--- src/rtl/dr_scanreg_4ph.sv ---
// dr_scanreg_4ph: registers one of NUM_IN dual-rail operands (picked by a dual-rail select) under a 4-phase req/ack handshake, with illegal-codeword detection, sticky err and a wrapping transfer count
module dr_scanreg_4ph #(
  parameter int WIDTH = 4,
  parameter int NUM_IN = 2,
  parameter int RTZ_OUT = 1,
  parameter int CNT_W = 8,
  localparam int SEL_W = $clog2(NUM_IN)
) (
  input  logic                    clk,
  input  logic                    rst,
  input  logic [NUM_IN*WIDTH-1:0] in_t,
  input  logic [NUM_IN*WIDTH-1:0] in_f,
  input  logic [SEL_W-1:0]        sel_t,
  input  logic [SEL_W-1:0]        sel_f,
  input  logic                    req,
  output logic                    ack,
  output logic [WIDTH-1:0]        q_t,
  output logic [WIDTH-1:0]        q_f,
  output logic                    err,
  output logic [CNT_W-1:0]        xfer_cnt
);
  typedef enum logic [1:0] {IDLE, ACKH, ERR} state_t;
  state_t state, state_n;
  logic [WIDTH-1:0] q_t_n, q_f_n, mux_t, mux_f;
  logic [CNT_W-1:0] cnt_n;
  logic err_n, complete, spacer_all, illegal;
  assign complete = &(in_t ^ in_f) & &(sel_t ^ sel_f);
  assign spacer_all = ~|{in_t, in_f, sel_t, sel_f};
  assign illegal = |(in_t & in_f) | |(sel_t & sel_f) |
                   (complete & ({1'b0, sel_t} >= (SEL_W+1)'(NUM_IN)));
  assign ack = state == ACKH;
  always_comb begin
    mux_t = '0;
    mux_f = '0;
    for (int k = 0; k < NUM_IN; k++) begin
      mux_t = sel_t == SEL_W'(k) ? in_t[k*WIDTH +: WIDTH] : mux_t;
      mux_f = sel_t == SEL_W'(k) ? in_f[k*WIDTH +: WIDTH] : mux_f;
    end
  end
  always_comb begin
    state_n = state;
    q_t_n = q_t;
    q_f_n = q_f;
    cnt_n = xfer_cnt;
    err_n = err;
    case (state)
      IDLE: begin
        if (illegal) state_n = ERR;
        else if (req && complete) begin
          state_n = ACKH;
          q_t_n = mux_t;
          q_f_n = mux_f;
          cnt_n = xfer_cnt + CNT_W'(1);
        end
      end
      ACKH: begin
        if (illegal) state_n = ERR;
        else if (!req && spacer_all) begin
          state_n = IDLE;
          q_t_n = RTZ_OUT != 0 ? '0 : q_t;
          q_f_n = RTZ_OUT != 0 ? '0 : q_f;
        end
      end
      default: state_n = (!req && spacer_all) ? IDLE : ERR;
    endcase
    if (state_n == ERR) begin
      err_n = 1'b1;
      q_t_n = '0;
      q_f_n = '0;
    end
  end
  always_ff @(posedge clk) begin
    if (rst) begin
      state <= IDLE;
      q_t <= '0;
      q_f <= '0;
      xfer_cnt <= '0;
      err <= 1'b0;
    end else begin
      state <= state_n;
      q_t <= q_t_n;
      q_f <= q_f_n;
      xfer_cnt <= cnt_n;
      err <= err_n;
    end
  end
endmodule
--- config.mk ---
export PLATFORM = sky130hd
export DESIGN_NAME = dr_scanreg_4ph
export DESIGN_NICKNAME = d
export VERILOG_FILES = /design/src/rtl/dr_scanreg_4ph.sv
export SDC_FILE = /design/constraint.sdc
export NUM_CORES = 1
export LEC_CHECK = 0
export ABC_CLOCK_PERIOD_IN_PS = 3150
export CELL_PAD_IN_SITES_DETAIL_PLACEMENT = 0
export CELL_PAD_IN_SITES_GLOBAL_PLACEMENT = 1
export CORE_ASPECT_RATIO = 0.75
export CORE_MARGIN = 8
export CORE_UTILIZATION = 32
export CTS_CLUSTER_DIAMETER = 150
export DETAILED_ROUTE_END_ITERATION = 10
export PLACE_DENSITY = 0.77
export SYNTH_ARGS = -nofsm -noshare
export SYNTH_HDL_FRONTEND = slang
export SYNTH_SLANG_ARGS = --single-unit
--- constraint.sdc ---
create_clock -name clk -period 3.15 [get_ports clk]
set_input_delay 0.4725 -clock clk [delete_from_list [all_inputs] [get_ports clk]]
set_output_delay 0.4725 -clock clk [all_outputs]
set_load 0.02 [all_outputs]
# After elaboration in Yosys (flattened, before gate mapping)
# Index checks and enable logic that the tools add are counted.
# totals
ff_bits	19
input_bits	21
elab_cells	47
# op_classes
addsub	1
n_eq_ne	6
mux	16
bitwise_logic	7
n_reduce_logical	12
# op_table
operator	count
$mux W4	8
$reduce_or A18 Y1	1
$pmux W4 S2	2
$mux W2	5
$add A8 B1 Y8 const B	1
$and A8 B8 Y8	1
$reduce_and A8 Y1	1
$reduce_or A8 Y1	1
$xor A8 B8 Y8	1
$ne A2 B2 Y1 const B	3
$reduce_and A5 Y1	1
$pmux W2 S2	1
$reduce_and A3 Y1	1
$and A1 B1 Y1	2
$eq A2 B1 Y1 const B	1
$eq A2 B2 Y1 const B	1
$logic_and A1 B1 Y1	2
$logic_not A1 Y1	2
$logic_not A2 Y1	1
$ne A2 B1 Y1 const B	1
$reduce_bool A2 Y1	1
$reduce_or A2 Y1	1
$not A1 Y1	1
$or A1 B1 Y1	1
$xor A1 B1 Y1	1

# Logic depth before layout (Yosys ltp)
# logic_depth
depth_word	9
ltp_mapped	9
ltp_nobuf	7

# Worst setup path before layout
# No wires, ideal clock.
# synth_path
kind	input port to flip-flop
startpoint	input sel_t
endpoint	register q_f[2]
setup_time_ns	0.070
t_arrival_ns	2.291
required_ns	3.080
slack_ns	0.789
path_stages	9
n_path_buf	2
path_cell_list	clkbuf_1 inv_1 ha_1 nand4b_1 nor3_4 a32oi_1 buf_6 or3_1 a21oi_1
# synth_via
elab_chain_len	8
word_cells_on_any_way	25
classes_between	5 x eq/ne; 10 x mux; 4 x bitwise; 6 x reduce/logical
# synth_rtl
item	line_no	source
start: declaration	13	input logic [SEL_W-1:0] sel_t,
$reduce_or A18 Y1 / $xor A1 B1 Y1 (equally long branches)	28, 27	
$logic_not A1 Y1 / $and A1 B1 Y1 (equally long branches)	28, 27	
$logic_and A1 B1 Y1, on equally long branches	58, 64, 49	
$mux W2, on equally long branches	58, 49	
$mux W2, on equally long branches	57, 48	
$pmux W2 S2	46	case (state)
$eq A2 B2 Y1	66	if (state_n == ERR) begin
$reduce_or A2 Y1 (no line)	n/a	
end signal: assignment	82	q_f <= q_f_n;
end: declaration	18	output logic [WIDTH-1:0] q_f,
# Several ways; a longest one is shown, not always the timed one. The select of a mux whose other input is x is not followed.
# A chain may end at the register's enable or synchronous reset.

# Final worst setup path
# layout_path
startpoint	input sel_t
endpoint	register xfer_cnt[1]
# layout_via
elab_chain_len	4
word_cells_on_any_way	7
classes_between	5 x bitwise; 2 x reduce/logical
# layout_rtl
item	line_no	source
$xor A1 B1 Y1 / $and A1 B1 Y1 (equally long branches)	27, 29	
$and A1 B1 Y1 / $or A1 B1 Y1 (equally long branches)	27, 29	
$logic_and A1 B1 Y1 / $not A1 Y1 (equally long branches)	n/a	
$reduce_and A3 Y1 (no line) *	n/a	
end signal: assignment	83	xfer_cnt <= cnt_n;
end: declaration	20	output logic [CNT_W-1:0] xfer_cnt
# Mark *: on every way between the ends. The rest lies on a longest branch, timed or not.

==> flow_summary_export.csv <==
group,metric,value,unit
power_and_ir_drop,p_switching,0.000123,W
placement,hpwl,2580,um
clock_tree,clock_sinks,19,
sta,skew,0.00409,ns
worst_setup_path,critPathArrivalTime,2.73,ns
global_route,grt_max_degree,13,
sta,drv_slew,0,
synthesis,synth_warnings,0,
floorplan,core.rowCount,18,
sta,tightestPinTransition,0.452,ns
sta,hold_violations,0,
global_route,grt_pass1_wl,5080,um
clock_tree,htreeDepth,1,
sta,fin_crit_sh,82.0,%
power_and_ir_drop,peakVddDrop,0.145,mV
worst_setup_path,reg2reg_from,"state[1]$_SDFF_PP0_",
synthesis,yosysTopAreaCellShare,34.2,%
clock_tree,cts_setup_buffers,0,
floorplan,io-pin-count,39,
layout,diodes,0,
floorplan,die_h,67.1,um
floorplan,start_util,33.6,%
sta,rsz0062_at_grt,"no",
synthesis,async_reset_ff_share,0,%
synthesis,synth_area,1110,um2
global_route,overflow,0,
status,outcome,"finished, final reports clean",
worst_setup_path,start_kind,"input port",
flow_run,drv_cap,0,
synthesis,synthDistinctLibCells,33,
drt,drc,0,
clock_tree,root_buffer,"clkbuf_8",
power_and_ir_drop,p_per_area,314,nW/um2
worst_setup_path,criticalPathCategory,"in2reg",
synthesis,syn_avg_cell_area,9.12,um2
power_and_ir_drop,power.internal,0.000371,W
clock_tree,cts_made_buffers,3,
power_and_ir_drop,swShare,24.9,%
worst_setup_path,setup.worst_path.end_class,"flip-flop",
clock_tree,clk_path_buf_depth,2,
drt,drt_iter0_drc,61,
worst_hold_path,min_from,"q_f[0]$_SDFFE_PP0P_",
clock_tree,clk_latency,0.26,ns
placement,port_buffers,38,
synthesis,syn_nets,154,
sta,holdWs,0.463,ns
synthesis,yosysSeqAreaShare,34.2,%
worst_hold_path,min_to,"q_f[0]$_SDFFE_PP0P_",
layout,fill_cells,348,
synthesis,ys.flop_type,"dfxtp_1",
placement,place.gp.congestion,0.817,
clock_tree,path_clk_slew,0.08,ns
synthesis,synth-seq-cells,19,
global_route,antenna_found_initial,0,
drt,firstDrtPassIters,4,
worst_setup_path,path_max_fanout,8,
layout,area_growth,41.6,%
power_and_ir_drop,p_leak,0.577,nW
synthesis,synth.largest_area_cell,"dfxtp_1",
floorplan,core_region_area,3310,um2
global_route,grt_pass1_vias,1047,
synthesis,synth_most_common_cell,"dfxtp_1",
sta,slew_headroom,69.8,%
drt,wl,3130,um
drt,viasPerCell,5.20,
layout,nNetsFinal,193,
worst_setup_path,reg2reg_slack,1.29,ns
clock_tree,cts_tree,"yes",
sta,fin_tns_setup,0,ns
worst_hold_path,hold_depth,2,
global_route,track_usage,11.2,%
synthesis,synthCells,122,
power_and_ir_drop,seqPwrFrac,49.1,%
worst_setup_path,rr_worst_depth,5,
drt,postRouteAntennaNets,0,
worst_setup_path,rr_endpoint,"xfer_cnt[1]$_SDFFE_PP0P_",
layout,fin_util,47.6,%
synthesis,synth_area_leaders,"dfxtp_1, ha_1, nor2_1, mux2_2, mux2i_1",
synthesis,synth_commonest_cells,"dfxtp_1, nor2_1, ha_1",
sta,setup_viol,0,
worst_hold_path,hp-class,"reg2reg",
drt,wl_per_cell,15.7,um
floorplan,die_w,84.1,um
clock_tree,cts_resized,0,
floorplan,die_area,5640,um2
power_and_ir_drop,p_comb_share,14.8,%
clock_tree,hold_buffers,0,
sta,max_freq,387,MHz
sta,period_minus_slack,2.58,ns
power_and_ir_drop,power_frac_clock,36.1,%
layout,drive_gt1_share,10.0,%
synthesis,synth_edf_count,0,
drt,vias,1040,
worst_setup_path,cp.required,3.29,ns
## sequential cells by signal, summed over array words and instances (netlist names)
| signal | flops |
|---|---|
| xfer_cnt | 8 |
| q_t | 4 |
| q_f | 4 |
| state | 2 |
| err | 1 |
## cells by family after synthesis
family,synth area share (%)
buffers and inverters,3.82
muxes,8.66
and+or+nand+nor,28.8
adders and majority gates,12.4
DFF,34.2
AOI/OAI and AO/OA,7.42
xor gates and xnor gates,4.72
## layer usage
metal | vias to the layer above | global-route usage (%) | share of wire [%]
met1 | 492 | 13.8 | 49
met2 | 22 | 17.8 | 44
met5 | - | 0 | 0
met3 | 3 | 5.12 | 6.6
met4 | 0 | 1.93 | 0.22
li1 | 523 | - | -
## power groups by stage
stage,logic (W),clock network (W),registers [W]
global placement,0.0000721,0,0.000249
finish,0.0000731,0.000178,0.000243
CTS,0.0000729,0.000181,0.000243
floorplan,0.0000292,0,0.000249
detailed placement,0.0000726,0,0.000248
global route,0.0000796,0.000190,0.000243
## layout make-up
cell class / count / area [um2] / area share (%)
clock buffer: 3 / 41.3 / 2.62
clock inverter: 1 / 7.51 / 0.477
inverter: 3 / 11.3 / 0.715
tap: 40 / 50.0 / 3.18
sequential: 19 / 380 / 24.1
multi-input combinational: 94 / 689 / 43.8
timing repair buffer: 40 / 395 / 25.1
## stage by stage
step	std cells	setup WS [ns]	area, um2	total power, W
floorplan	122	0.789	1110	0.000278
global placement	196	0.355	1530	0.000321
detailed placement	196	0.299	1530	0.000321
CTS	200	0.581	1580	0.000497
global route	200	0.448	1580	0.000513
finish	200	0.567	1580	0.000494
## worst max-delay path, stage by stage
cell	delay, ns
clkdlybuf4s50_1	0.63
inv_1	0.08
ha_1	0.29
nand4b_1	0.17
nor3_4	0.40
and2_1	0.40
mux2i_1	0.22
nor2_1	0.05
## placed cells by master, fill, tap and decap left out, types with 4 or more instances in the layout
cell / synthesis / final
dfxtp_1: 19 / 19
clkdlybuf4s50_1: 0 / 38
nand2_1: 4 / 4
a21oi_1: 5 / 5
xor2_1: 4 / 4
nand4_1: 4 / 4
a22oi_1: 5 / 5
mux2i_1: 4 / 4
nand3_1: 4 / 4
or3_1: 4 / 4
ha_1: 11 / 11
mux2_2: 5 / 5
nor2_1: 17 / 17
## worst max-delay path by stage
stage	startpoint	cells after the start	endpoint	slack, ns
floorplan	sel_t	9	q_f[2]$_SDFFE_PP0P_	0.79
finish	sel_t	8	xfer_cnt[1]$_SDFFE_PP0P_	0.57
CTS	sel_t	8	xfer_cnt[1]$_SDFFE_PP0P_	0.58
global route	sel_t	8	xfer_cnt[1]$_SDFFE_PP0P_	0.45
global placement	sel_t	8	xfer_cnt[1]$_SDFFE_PP0P_	0.35
detailed placement	sel_t	8	xfer_cnt[1]$_SDFFE_PP0P_	0.30
No activity file was read; power rests on OpenSTA's default activity.
